File: config.mk
export PLATFORM = sky130hd
export DESIGN_NAME = rv32_imem_loader_flat
export DESIGN_NICKNAME = d
export VERILOG_FILES = /design/src/rtl/rv32_imem_loader_if.sv /design/src/rtl/rv32_imem_loader.sv /design/src/flat_wrapper.sv
export SDC_FILE = /design/constraint.sdc
export NUM_CORES = 1
export LEC_CHECK = 0
export CORE_ASPECT_RATIO = 0.9
export CORE_MARGIN = 2
export CORE_UTILIZATION = 59
export CTS_BUF_LIST = sky130_fd_sc_hd__clkbuf_4 sky130_fd_sc_hd__clkbuf_8
export CTS_CLUSTER_SIZE = 28
export DETAILED_ROUTE_END_ITERATION = 10
export GPL_ROUTABILITY_DRIVEN = 0
export GPL_TIMING_DRIVEN = 0
export HOLD_SLACK_MARGIN = 0.05
export PLACE_DENSITY_LB_ADDON = 0.1
export SETUP_SLACK_MARGIN = 0.4
export SLEW_MARGIN = 20
export SYNTH_ARGS = -nofsm -noshare
export SYNTH_HDL_FRONTEND = slang
export SYNTH_SLANG_ARGS = --single-unit
File: constraint.sdc
create_clock -name clk -period 3.5 [get_ports clk]
set_input_delay 0.525 -clock clk [delete_from_list [all_inputs] [get_ports clk]]
set_output_delay 0.525 -clock clk [all_outputs]
set_load 0.02 [all_outputs]
File: src/rtl/rv32_imem_loader_if.sv
// Byte-stream input and instruction-memory write bus of the program loader.
// The master drives program bytes and watches the memory writes. The slave is
// the loader, which consumes the bytes and issues the memory writes.
interface rv32_imem_loader_if #(
  parameter int ADDR_W = 10
);
  logic              in_valid;
  logic [7:0]        in_data;
  logic              in_ready;
  logic              imem_we;
  logic [ADDR_W-1:0] imem_addr;
  logic [31:0]       imem_wdata;

  modport master (
    output in_valid, in_data,
    input  in_ready, imem_we, imem_addr, imem_wdata
  );

  modport slave (
    input  in_valid, in_data,
    output in_ready, imem_we, imem_addr, imem_wdata
  );
endinterface

File: src/rtl/rv32_imem_loader.sv
// Boot-time program loader for the RV32 core.
// Input stream format: a 32-bit little-endian word count N, then N
// little-endian instruction words. Each word is written to instruction memory
// in order, starting at address 0. When the last word is written, the loader
// releases the core from reset. A count larger than the memory is rejected,
// and the core then stays in reset. All outputs are registered.
module rv32_imem_loader #(
  parameter int IMEM_WORDS = 1024,
  parameter int ADDR_W     = 10
) (
  input  logic               clk,
  input  logic               reset_n,
  rv32_imem_loader_if.slave  bus,
  output logic               core_reset_n,
  output logic               done,
  output logic               error
);

  typedef enum logic [1:0] {HDR, LOAD, RUN, ERR} state_t;

  state_t            state_q, state_n;
  logic [1:0]        bcnt_q, bcnt_n;      // byte position within header/word
  logic [31:0]       cnt_q, cnt_n;        // word count N (shifted in LSB first)
  logic [ADDR_W-1:0] widx_q, widx_n;      // next word address to write
  logic [23:0]       wbuf_q, wbuf_n;      // first three bytes of current word
  logic              rdy_q, rdy_n;
  logic              we_q, we_n;
  logic [ADDR_W-1:0] addr_q, addr_n;
  logic [31:0]       wdata_q, wdata_n;
  logic              crn_q, crn_n;
  logic              done_q, done_n;
  logic              err_q, err_n;

  logic              fire;
  logic [31:0]       hdr_word;
  logic              last_word;

  // in_ready is registered, so a byte is taken only when it was already
  // advertised for this cycle.
  assign fire      = bus.in_valid && rdy_q;
  // The header shifts in LSB first. With the 4th byte on the input, the full
  // count is {in_data, upper three bytes already shifted in}.
  assign hdr_word  = {bus.in_data, cnt_q[31:8]};
  assign last_word = ({{(32-ADDR_W){1'b0}}, widx_q} == (cnt_q - 32'd1));

  assign bus.in_ready   = rdy_q;
  assign bus.imem_we    = we_q;
  assign bus.imem_addr  = addr_q;
  assign bus.imem_wdata = wdata_q;
  assign core_reset_n   = crn_q;
  assign done           = done_q;
  assign error          = err_q;

  // State and output registers; synchronous reset discards any partial bytes.
  always_ff @(posedge clk) begin
    if (!reset_n) begin
      state_q <= HDR;
      bcnt_q  <= '0;
      cnt_q   <= '0;
      widx_q  <= '0;
      wbuf_q  <= '0;
      rdy_q   <= 1'b0;
      we_q    <= 1'b0;
      addr_q  <= '0;
      wdata_q <= '0;
      crn_q   <= 1'b0;
      done_q  <= 1'b0;
      err_q   <= 1'b0;
    end else begin
      state_q <= state_n;
      bcnt_q  <= bcnt_n;
      cnt_q   <= cnt_n;
      widx_q  <= widx_n;
      wbuf_q  <= wbuf_n;
      rdy_q   <= rdy_n;
      we_q    <= we_n;
      addr_q  <= addr_n;
      wdata_q <= wdata_n;
      crn_q   <= crn_n;
      done_q  <= done_n;
      err_q   <= err_n;
    end
  end

  // Next-state logic and next values of all outputs. When no byte is
  // offered, every counter holds its value.
  always_comb begin
    state_n = state_q;
    bcnt_n  = bcnt_q;
    cnt_n   = cnt_q;
    widx_n  = widx_q;
    wbuf_n  = wbuf_q;
    we_n    = 1'b0;
    addr_n  = addr_q;
    wdata_n = wdata_q;
    crn_n   = crn_q;
    done_n  = done_q;
    err_n   = err_q;

    case (state_q)
      HDR: begin
        if (fire) begin
          cnt_n  = hdr_word;
          bcnt_n = bcnt_q + 2'd1;
          if (bcnt_q == 2'd3) begin
            if (hdr_word == 32'd0) begin
              state_n = RUN;
              crn_n   = 1'b1;
              done_n  = 1'b1;
            end else if (hdr_word > 32'(IMEM_WORDS)) begin
              state_n = ERR;
              err_n   = 1'b1;
            end else begin
              state_n = LOAD;
              widx_n  = '0;
            end
          end
        end
      end
      LOAD: begin
        if (fire) begin
          wbuf_n = {bus.in_data, wbuf_q[23:8]};
          bcnt_n = bcnt_q + 2'd1;
          if (bcnt_q == 2'd3) begin
            we_n    = 1'b1;
            addr_n  = widx_q;
            wdata_n = {bus.in_data, wbuf_q};
            if (last_word) begin
              // The core comes out of reset in the same cycle that the
              // final write is presented to memory.
              state_n = RUN;
              crn_n   = 1'b1;
              done_n  = 1'b1;
            end else begin
              widx_n = widx_q + 1'b1;
            end
          end
        end
      end
      RUN:     state_n = RUN;
      ERR:     state_n = ERR;
      default: state_n = HDR;
    endcase
  end

  // in_ready follows the next state, so it is already valid on the first
  // cycle of HDR or LOAD and already cleared on the first cycle of RUN or ERR.
  always_comb begin
    rdy_n = (state_n == HDR) || (state_n == LOAD);
  end

endmodule

File: src/flat_wrapper.sv
// flat-port wrapper written by rule: the top's interface ports become plain ports
module rv32_imem_loader_flat 
#(
  parameter int IMEM_WORDS = 1024,
  parameter int ADDR_W     = 10
)
  (clk, reset_n, core_reset_n, done, error, bus_in_valid, bus_in_data, bus_in_ready, bus_imem_we, bus_imem_addr, bus_imem_wdata);
  rv32_imem_loader_if #(.ADDR_W(ADDR_W)) bus_i ();
  input  logic clk;
  input  logic reset_n;
  output logic core_reset_n;
  output logic done;
  output logic error;
  input wire logic [$bits(bus_i.in_valid)-1:0] bus_in_valid;
  input wire logic [$bits(bus_i.in_data)-1:0] bus_in_data;
  output wire logic [$bits(bus_i.in_ready)-1:0] bus_in_ready;
  output wire logic [$bits(bus_i.imem_we)-1:0] bus_imem_we;
  output wire logic [$bits(bus_i.imem_addr)-1:0] bus_imem_addr;
  output wire logic [$bits(bus_i.imem_wdata)-1:0] bus_imem_wdata;
  assign bus_i.in_valid = bus_in_valid;
  assign bus_i.in_data = bus_in_data;
  assign bus_in_ready = bus_i.in_ready;
  assign bus_imem_we = bus_i.imem_we;
  assign bus_imem_addr = bus_i.imem_addr;
  assign bus_imem_wdata = bus_i.imem_wdata;
  rv32_imem_loader #(.IMEM_WORDS(IMEM_WORDS), .ADDR_W(ADDR_W)) u_core (.clk(clk), .reset_n(reset_n), .bus(bus_i), .core_reset_n(core_reset_n), .done(done), .error(error));
endmodule
==> results of run 1 <==
-- worst paths after layout --
kind	slack, ns	cells past startpoint	endpoint	from
hold reg to reg	0.46	2	u_core.bus.imem_wdata[5]$_SDFFE_PN0P_	u_core.bus.imem_wdata[5]$_SDFFE_PN0P_
setup / recovery	0.36	11	u_core.widx_q[8]$_SDFFE_PN0P_	u_core.cnt_q[1]$_SDFFE_PN0P_
setup reg to reg	0.36	11	u_core.widx_q[8]$_SDFFE_PN0P_	u_core.cnt_q[1]$_SDFFE_PN0P_
hold / removal	0.46	2	u_core.bus.imem_wdata[5]$_SDFFE_PN0P_	u_core.bus.imem_wdata[5]$_SDFFE_PN0P_
-- critical path, stage by stage, from the launching register on --
cell     delay (ns)
dfxtp_2        0.37
inv_1          0.08
ha_4           0.26
xor2_1         0.26
nand4_1        0.18
nor4_2         0.30
or4b_1         0.46
or4b_4         0.51
nor4_4         0.21
buf_4          0.21
or4_4          0.13
a21oi_1        0.05
-- area by class of cell --
type	count	area share
Buffer	42	0.0273
Clock buffer	18	0.0361
Clock inverter	14	0.0293
Inverter	6	0.00328
Multi-Input combinational cell	499	0.435
Sequential cell	116	0.339
Tap cell	122	0.0222
Timing Repair Buffer	79	0.107
-- cells by family after synthesis --
group / after synthesis / share of synthesized area
DFF: 116 / 0.431
and+or+nand+nor: 326 / 0.286
adders and majority gates: 3 / 0.00697
AOI/OAI and AO/OA: 156 / 0.215
buffers and inverters: 48 / 0.0379
muxes: 2 / 0.00372
xor gates and xnor gates: 12 / 0.0195
-- registers in the layout (all words and copies together), names as in the netlist --
register and count:
u_core.bus.imem_addr 10, u_core.widx_q 10, u_core.cnt_q 32, u_core.error 1, u_core.state_q 2, u_core.bus.in_ready 1, u_core.bus.imem_we 1, u_core.core_reset_n 1
u_core.wbuf_q 24, u_core.bus.imem_wdata 32, u_core.bcnt_q 2
-- metrics by stage --
stage	total power, mW	setup WS (ns)
2_1_floorplan	1.46	0.466
3_3_place_gp	1.51	0.0635
3_5_place_dp	1.51	-0.000423
4_1_cts	2.90	0.402
5_1_grt	2.99	0.270
6_report	2.90	0.365
-- power groups by stage --
stage | Combinational, mW | Sequential, mW | Clock [mW]
floorplan | 0.0968 | 1.37 | 0
global placement | 0.140 | 1.37 | 0
global route | 0.173 | 1.34 | 1.48
CTS | 0.149 | 1.34 | 1.41
detailed placement | 0.144 | 1.37 | 0
finish | 0.160 | 1.34 | 1.41
-- cell usage in the layout, fill, tap and decap left out, drive strengths merged, types with 10 or more instances in the layout --
cell type,count
or4,10
buf,27
a21oi,11
nor3,14
clkdlybuf4s50,57
nor4,16
a21boi,102
nand3,16
dfxtp,116
nand2,216
clkbuf,55
nor2,14
-- per-layer routing --
layer  share of wire  routed length (µm)  global-route usage
met5               0                   0                   0
met4           0.025                 370               0.108
met1            0.42                6220               0.401
met3           0.073                1070              0.0538
met2            0.48                7020               0.498
-- repair_timing --
| action | 4_1_cts | 5_1_grt |
|---|---|---|
| setup endpoints to repair | 10 | 13 |
| setup buffers | 14 | 8 |
| gates resized for setup | 18 | 15 |
| hold buffers | 0 | 0 |
| pin swaps | 5 | 9 |
==> flow_summary.json, run 1 <==
{
  "vias_per_cell": 5.85,
  "dr.pass1.iters": 6,
  "routed_wl_mm": 14.7,
  "start_util": 0.598,
  "path_class": "flop to flop",
  "final_cells": 896,
  "synth_area_per_cell_um2": 8.12,
  "worst_pin_slew_ns": 0.916,
  "status": "completed",
  "clkTransAtPathRegs_ns": 0.08,
  "drv_slew": 0,
  "power.internal_mw": 2.20,
  "rows": 33,
  "grt_first_pass_wirelength_mm": 23.8,
  "ys_ff_latch": 116,
  "cp.required_ns": 3.82,
  "dr.first_iter.drc_count": 454,
  "ys_top_cells_by_area": "dfxtp_1, nand2_1, a21boi_0, clkbuf_1, nor4_1",
  "leakagePower_nw": 2.34,
  "grtUsageTotal": 0.302,
  "relSlewSlack": 0.384,
  "numCtsBuffers": 17,
  "cts_buffer_depth": 2,
  "dpl-instance-area_um2": 6110,
  "io_pins": 58,
  "final_nets": 775,
  "synth_top_area_frac": 0.431,
  "hpwl_mm": 10.0,
  "antenna_found_initial": 0,
  "vdd_drop_max_mv": 0.352,
  "insertion_delay_ns": 0.44,
  "crit_arrival_ns": 3.46,
  "htreeDepth": 4,
  "drc": 0,
  "power_frac_seq": 0.461,
  "vias": 5238,
  "antennaDiodeCount": 0,
  "period_share": 0.896,
  "grt_pass1_vias": 4785,
  "power_frac_clock": 0.484,
  "setup-tns-final_ns": 0,
  "overflow": 0,
  "power_switching_uw": 708,
  "seqCellArea_um2": 2330,
  "worst_setup_path_start_kind": "flop",
  "fmax_mhz": 319,
  "hold_viol_final": 0,
  "portBuffers": 57,
  "worstSetupEndpointType": "flop",
  "cellPowerDensity_nw_per_um2": 423,
  "synth.distinct_cells": 65,
  "cts_tree": "built",
  "ys_async_sr_fraction": 0,
  "root_buffer": "clkbuf_8",
  "synth_edf_count": 0,
  "synthCells": 663,
  "cts.sinks": 116,
  "hp-class": "flop to flop",
  "core_um2": 9000,
  "fin_hold_ws_ns": 0.464,
  "grt_setup_unrepaired": "true",
  "fill_cells": 682,
  "postRouteAntennaNets": 0,
  "multi_input_area_um2": 2990,
  "netlist_area_um2": 5380,
  "die-height_um": 94.6,
  "ys.flop_type": "dfxtp_1",
  "final_area_um2": 6870,
  "ys_top_cells_by_count": "nand2_1, dfxtp_1, a21boi_0",
  "area_growth_pct": 27.6,
  "path_max_fanout": 7,
  "drv_cap": 0,
  "drive_gt1_frac": 0.133,
  "combPwrFrac": 0.055,
  "fin_worst_skew_ns": 0.0197,
  "dieWidth_um": 105,
  "synth_most_common_cell": "nand2_1",
  "setup_viol_count_final": 0,
  "numPlacedInstances": 842,
  "grt_max_degree": 17,
  "switching_share": 0.244,
  "seq_area_frac_synth": 0.431,
  "synth_area_leader_cell": "dfxtp_1",
  "wl_per_cell_um": 16.4,
  "die_area_um2": 9900,
  "utilization": 0.763,
  "fin_crit_ns": 3.14,
  "syn_nets": 677,
  "yosysWarnings": 0
}
Note: power is estimated with default switching activity, not from simulation.
==> inputs of run 2 (changes only) <==
--- a/config.mk
+++ b/config.mk
@@ -6,7 +6,6 @@
 export NUM_CORES = 1
 export LEC_CHECK = 0
 export CORE_ASPECT_RATIO = 0.9
-export CORE_MARGIN = 2
 export CORE_UTILIZATION = 59
 export CTS_BUF_LIST = sky130_fd_sc_hd__clkbuf_4 sky130_fd_sc_hd__clkbuf_8
 export CTS_CLUSTER_SIZE = 28
==> constraint.sdc (replaced) <==
create_clock -name clk -period 2.9 [get_ports clk]
set_input_delay 0.435 -clock clk [delete_from_list [all_inputs] [get_ports clk]]
set_output_delay 0.435 -clock clk [all_outputs]
set_load 0.02 [all_outputs]
==> run 2 against run 1 <==
The flow now finishes with violations (setup timing). Register-to-register slack got worse by 0.62 ns. Power up 13%. Clock skew is 0.0081 ns lower. First-iteration DRC count shrank 0.88%. Non-clock buffer count fell by 9. Count of clock-buffer cells in the layout stayed put. Critical path type unchanged. Largest cell class unchanged.
==> flow_summary.json, run 2 (synthesized netlist as in run 1, its figures left out) <==
{
  "grt_first_pass_wirelength_mm": 23.1,
  "path_class": "flop to flop",
  "grtUsageTotal": 0.316,
  "wl_per_cell_um": 16.4,
  "worst_setup_path_start_kind": "flop",
  "routed_wl_mm": 14.5,
  "worst_pin_slew_ns": 0.738,
  "antenna_found_initial": 0,
  "layout_commonest_cell": "nand2_1",
  "final_nets": 766,
  "numPlacedInstances": 839,
  "clkTransAtPathRegs_ns": 0.08,
  "r2r_start": "u_core.cnt_q[5]$_SDFFE_PN0P_",
  "fmax_mhz": 317,
  "cts.sinks": 116,
  "path_max_fanout": 5,
  "drv_slew": 0,
  "drv_cap": 0,
  "cts_tree": "built",
  "timing.hold.worst_path_depth": 2,
  "dpl-instance-area_um2": 6120,
  "crit_chain": "buf_6, nor4_4, nand3_4, o41a_1, or4b_4, or4b_4, nor4_4, buf_4, o31ai_2, a21oi_1",
  "vias": 5245,
  "start_util": 0.617,
  "rows": 32,
  "grt_setup_unrepaired": "true",
  "final_cells": 884,
  "setup_viol_count_final": 10,
  "power_frac_seq": 0.493,
  "drive_gt1_frac": 0.136,
  "hpwl_mm": 9.86,
  "overflow": 0,
  "power_switching_uw": 871,
  "cellPowerDensity_nw_per_um2": 483,
  "status": "complete, but fails checks",
  "leakagePower_nw": 2.29,
  "fin_crit_ns": 3.15,
  "crit_arrival_ns": 3.52,
  "root_buffer": "clkbuf_8",
  "hold_viol_final": 0,
  "vdd_drop_max_mv": 0.521,
  "finalWorstSetupSlack_ns": -0.250,
  "drc": 0,
  "antennaDiodeCount": 0,
  "fin_worst_skew_ns": 0.0116,
  "dr.first_iter.drc_count": 450,
  "core_um2": 8730,
  "hp-class": "flop to flop",
  "cp_top_family": "simple AND/OR/NAND/NOR gates",
  "vias_per_cell": 5.93,
  "cp.required_ns": 3.27,
  "reg2regPathDepth": 10,
  "r2r_setup_slack_ns": -0.25,
  "period_share": 1.09,
  "grt_pass1_vias": 4784,
  "area_growth_pct": 26.1,
  "dr.pass1.iters": 7,
  "io_pins": 58,
  "switching_share": 0.266,
  "die-height_um": 92.6,
  "r2r_end": "u_core.widx_q[8]$_SDFFE_PN0P_",
  "worstHoldEndpoint": "u_core.bus.imem_wdata[6]$_SDFFE_PN0P_",
  "portBuffers": 57,
  "dieWidth_um": 103,
  "final_area_um2": 6790,
  "fill_cells": 622,
  "power.internal_mw": 2.40,
  "htreeDepth": 4,
  "cts_buffer_depth": 2,
  "grt_max_degree": 17,
  "worstSetupEndpointType": "flop",
  "min_from": "u_core.bus.imem_wdata[6]$_SDFFE_PN0P_",
  "numCtsBuffers": 17,
  "worstPathBufferInverterCount": 2,
  "hold_buffers": 0,
  "postRouteAntennaNets": 0,
  "combPwrFrac": 0.059,
  "layout_common_cells": "nand2_1, dfxtp_1, a21boi_0",
  "insertion_delay_ns": 0.44,
  "power_frac_clock": 0.447,
  "max_stage_delay_ns": 0.53,
  "die_area_um2": 9510,
  "cp_slowest_cell": "or4b_4",
  "failed_checks": "setup timing",
  "relSlewSlack": 0.507
}
-- run 2: cell types whose count changed in the layout (fill, tap and decap cells not counted), sizes merged --
| cell | change |
|---|---|
| inv | +4 |
| bufinv | -3 |
| clkinvlp | -1 |
| buf | -9 |
-- run 2: layout make-up --
| type | instances | area (µm²) | area share |
|---|---|---|---|
| inverter | 6 | 22.5 | 0.00332 |
| timing repair buffer | 70 | 672 | 0.0990 |
| multi-input combinational | 499 | 3030 | 0.447 |
| tap | 119 | 149 | 0.0219 |
| clock buffer | 18 | 248 | 0.0365 |
| sequential | 116 | 2330 | 0.344 |
| clock inverter | 14 | 143 | 0.0210 |
| buffer | 42 | 189 | 0.0278 |
-- run 2: worst min-delay path: stages (launching register included) --
cell and delay, ns:
dfxtp_1 0.31, nand2_1 0.04, a21boi_0 0.06
-- run 2: power by group through the flow --
stage	clock, mW	sequential, mW	combinational [mW]
after floorplan	0	1.65	0.118
after global placement	0	1.65	0.169
after detailed placement	0	1.65	0.173
after CTS	1.47	1.61	0.178
after global routing	1.54	1.62	0.207
final	1.46	1.62	0.194
-- run 2: worst max path at each step --
stage	startpoint	endpoint	slack (ns)	cells past startpoint
finish	u_core.cnt_q[5]$_SDFFE_PN0P_	u_core.widx_q[8]$_SDFFE_PN0P_	-0.25	10
floorplan	u_core.cnt_q[5]$_SDFFE_PN0P_	u_core.widx_q[6]$_SDFFE_PN0P_	-0.12	10
global placement	u_core.cnt_q[0]$_SDFFE_PN0P_	u_core.widx_q[6]$_SDFFE_PN0P_	-0.59	9
global route	u_core.cnt_q[17]$_SDFFE_PN0P_	u_core.widx_q[8]$_SDFFE_PN0P_	-0.40	9
CTS	u_core.cnt_q[4]$_SDFFE_PN0P_	u_core.widx_q[8]$_SDFFE_PN0P_	-0.36	10
detailed placement	u_core.cnt_q[8]$_SDFFE_PN0P_	u_core.widx_q[6]$_SDFFE_PN0P_	-0.57	10
-- run 2: repair_timing --
item / CTS / global route
pin swaps: 10 / 16
cloned: 1 / 0
buffers inserted: 12 / 0
endpoints found under the setup margin: 19 / 47
gates resized for setup: 20 / 29
-- run 2: stage by stage --
step | power (mW) | util | setup slack, ns | TNS, ns | hold slack, ns
floorplan | 1.77 | - | -0.115 | -1.01 | 0.441
CTS | 3.26 | 0.765 | -0.359 | -3.31 | 0.470
global placement | 1.82 | 0.701 | -0.591 | -5.88 | 0.451
finish | 3.27 | 0.777 | -0.250 | -2.05 | 0.465
global route | 3.37 | 0.777 | -0.399 | -3.30 | 0.487
detailed placement | 1.82 | 0.701 | -0.566 | -6.05 | 0.457
-- run 2: layer usage --
metal | track usage | wire length (µm) | vias up
li1 | - | - | 2475
met2 | 0.494 | 6550 | 279
met4 | 0.133 | 471 | 0
met1 | 0.419 | 6260 | 2436
met5 | 0 | 0 | -
met3 | 0.0679 | 1230 | 55
==> inputs of run 3 (changes only) <==
--- a/config.mk
+++ b/config.mk
@@ -14,7 +14,6 @@
 export GPL_TIMING_DRIVEN = 0
 export HOLD_SLACK_MARGIN = 0.05
 export PLACE_DENSITY_LB_ADDON = 0.1
-export SETUP_SLACK_MARGIN = 0.4
 export SLEW_MARGIN = 20
 export SYNTH_ARGS = -nofsm -noshare
 export SYNTH_HDL_FRONTEND = slang
==> run 3 against run 2 <==
The flow still finishes with violations (setup timing). Non-clock buffer count stayed put. Global-route usage is 0.97 points higher. Sequential cell count stayed put. Combinational power hardly changed. Utilization is 0.76 points higher. Fmax is 1.5% lower. Register-to-register slack worse by 0.05 ns. Critical path depth is 3 higher. Wire length is 6.1% higher. Count of clock-buffer cells in the layout is 1 lower. Clock power is 8% higher. Critical endpoint unchanged.
==> flow_summary.json, run 3 (synthesized netlist as in run 1, its figures left out) <==
{
  "status": "complete, but fails checks",
  "failed_checks": "setup timing",
  "fmax_mhz": 313,
  "grt_first_pass_wirelength_mm": 23.6,
  "worstHoldEndpoint": "u_core.bus.imem_wdata[3]$_SDFFE_PN0P_",
  "drive_gt1_frac": 0.140,
  "hpwl_mm": 9.95,
  "cts_buffer_depth": 2,
  "postRouteAntennaNets": 0,
  "power_switching_uw": 842,
  "grt_max_degree": 17,
  "cellPowerDensity_nw_per_um2": 493,
  "layout_common_cells": "nand2_1, dfxtp_1, a21boi_0",
  "route.met3.wl_mm": 1.40,
  "period_share": 1.10,
  "grt_setup_unrepaired": "true",
  "cp.required_ns": 3.22,
  "reg2regPathDepth": 13,
  "core_um2": 8730,
  "hp-class": "flop to flop",
  "dr_wl_met2_mm": 7.04,
  "area_growth_pct": 27.3,
  "vdd_drop_max_mv": 0.431,
  "power.internal_mw": 2.54,
  "dr.first_iter.drc_count": 419,
  "crit_chain": "inv_2, ha_4, buf_4, buf_4, xor2_2, nand3_1, o31a_1, or4b_1, or4b_4, nor4_4, buf_4, or4_1, a21oi_1",
  "cp_slowest_cell": "or4b_1",
  "layout_commonest_cell": "nand2_1",
  "htreeDepth": 4,
  "antennaDiodeCount": 0,
  "setup_viol_count_final": 10,
  "final_area_um2": 6850,
  "drc": 0,
  "r2r_start": "u_core.cnt_q[0]$_SDFFE_PN0P_",
  "utilization": 0.785,
  "combPwrFrac": 0.058,
  "clkTransAtPathRegs_ns": 0.08,
  "final_nets": 766,
  "dpl-instance-area_um2": 6110,
  "timing.hold.worst_path_depth": 2,
  "worstPathBufferInverterCount": 4,
  "portBuffers": 57,
  "crit_arrival_ns": 3.51,
  "cpMostUsedCell": "buf_4",
  "vias": 5321,
  "fin_worst_skew_ns": 0.0165,
  "root_buffer": "clkbuf_8",
  "cts.sinks": 116,
  "routed_wl_mm": 15.4,
  "r2r_setup_slack_ns": -0.30,
  "die_area_um2": 9510,
  "fin_crit_ns": 3.20,
  "worst_setup_path_start_kind": "flop",
  "drt-met1-wl_mm": 6.48,
  "rows": 32,
  "antenna_found_initial": 0,
  "path_class": "flop to flop",
  "drv_slew": 0,
  "grt_pass1_vias": 4908,
  "worstSetupEndpointType": "flop",
  "switching_share": 0.249,
  "dp_slack_ns": -0.595,
  "power_frac_clock": 0.464,
  "io_pins": 58,
  "die-height_um": 92.6,
  "relSlewSlack": 0.424,
  "path_max_fanout": 6,
  "finalWorstSetupSlack_ns": -0.298,
  "grtUsageTotal": 0.326,
  "dr.pass1.iters": 5,
  "start_util": 0.617,
  "drv_cap": 0,
  "dr.max_layer_used": "met4",
  "worst_pin_slew_ns": 0.857,
  "vias_per_cell": 6.03,
  "min_from": "u_core.bus.imem_wdata[3]$_SDFFE_PN0P_",
  "power_frac_seq": 0.479,
  "r2r_end": "u_core.widx_q[8]$_SDFFE_PN0P_",
  "hold_viol_final": 0,
  "dieWidth_um": 103,
  "cts_tree": "built",
  "wl_per_cell_um": 17.4,
  "max_stage_delay_ns": 0.52,
  "insertion_delay_ns": 0.44,
  "cp_top_family": "simple AND/OR/NAND/NOR gates",
  "leakagePower_nw": 2.31,
  "hold_buffers": 0,
  "overflow": 0,
  "numCtsBuffers": 17
}
## run 3: worst reg2reg max path: stages (launching register included)
cell	delay, ns
dfxtp_4	0.38
inv_2	0.05
ha_4	0.15
buf_4	0.13
buf_4	0.13
xor2_2	0.17
nand3_1	0.14
o31a_1	0.18
or4b_1	0.52
or4b_4	0.51
nor4_4	0.28
buf_4	0.22
or4_1	0.13
a21oi_1	0.08
## run 3: power groups by stage
stage,clock network (mW),registers [mW],logic (mW)
after floorplan,0,1.65,0.117
after global placement,0,1.65,0.168
after detailed placement,0,1.65,0.172
after CTS,1.58,1.61,0.179
after global routing,1.66,1.62,0.208
final,1.57,1.62,0.195
## run 3: timing repair
action,4_1_cts,5_1_grt
resized for setup,19,33
endpoints found under the setup margin,14,14
setup buffers,11,6
cloned,1,0
pin swaps,18,22
## run 3: through the flow
step | instances | hold slack, ns | power, mW | setup TNS [ns]
final | 883 | 0.465 | 3.38 | -2.40
after global routing | 883 | 0.488 | 3.48 | -3.54
after CTS | 880 | 0.469 | 3.37 | -3.52
after detailed placement | 839 | 0.459 | 1.82 | -6.15
after global placement | 839 | 0.451 | 1.82 | -6.08
after floorplan | 663 | 0.441 | 1.77 | -1.01
## run 3: routing by layer
| metal | track usage | up-vias |
|---|---|---|
| met4 | 0.145 | 0 |
| met2 | 0.503 | 292 |
| met1 | 0.420 | 2496 |
| li1 | - | 2475 |
| met5 | 0 | - |
| met3 | 0.0928 | 58 |
## run 3: how the worst max path moves through the flow
stage,from,end,slack (ns),depth (start not counted)
after floorplan,u_core.cnt_q[5]$_SDFFE_PN0P_,u_core.widx_q[6]$_SDFFE_PN0P_,-0.12,10
final,u_core.cnt_q[0]$_SDFFE_PN0P_,u_core.widx_q[8]$_SDFFE_PN0P_,-0.30,13
after CTS,u_core.cnt_q[1]$_SDFFE_PN0P_,u_core.widx_q[4]$_SDFFE_PN0P_,-0.37,11
after global placement,u_core.cnt_q[0]$_SDFFE_PN0P_,u_core.widx_q[6]$_SDFFE_PN0P_,-0.60,9
after detailed placement,u_core.cnt_q[2]$_SDFFE_PN0P_,u_core.widx_q[6]$_SDFFE_PN0P_,-0.59,9
after global routing,u_core.cnt_q[17]$_SDFFE_PN0P_,u_core.widx_q[8]$_SDFFE_PN0P_,-0.37,10
## run 3: area by class of cell
class	instances	area [µm²]
repair buffers	75	713
well taps	119	149
inverters	6	25.0
multi-input cells	499	3070
clock inverters	14	176
fillers	630	1880
clock buffers	17	234
flip-flops and latches	116	2330
plain buffers	37	151
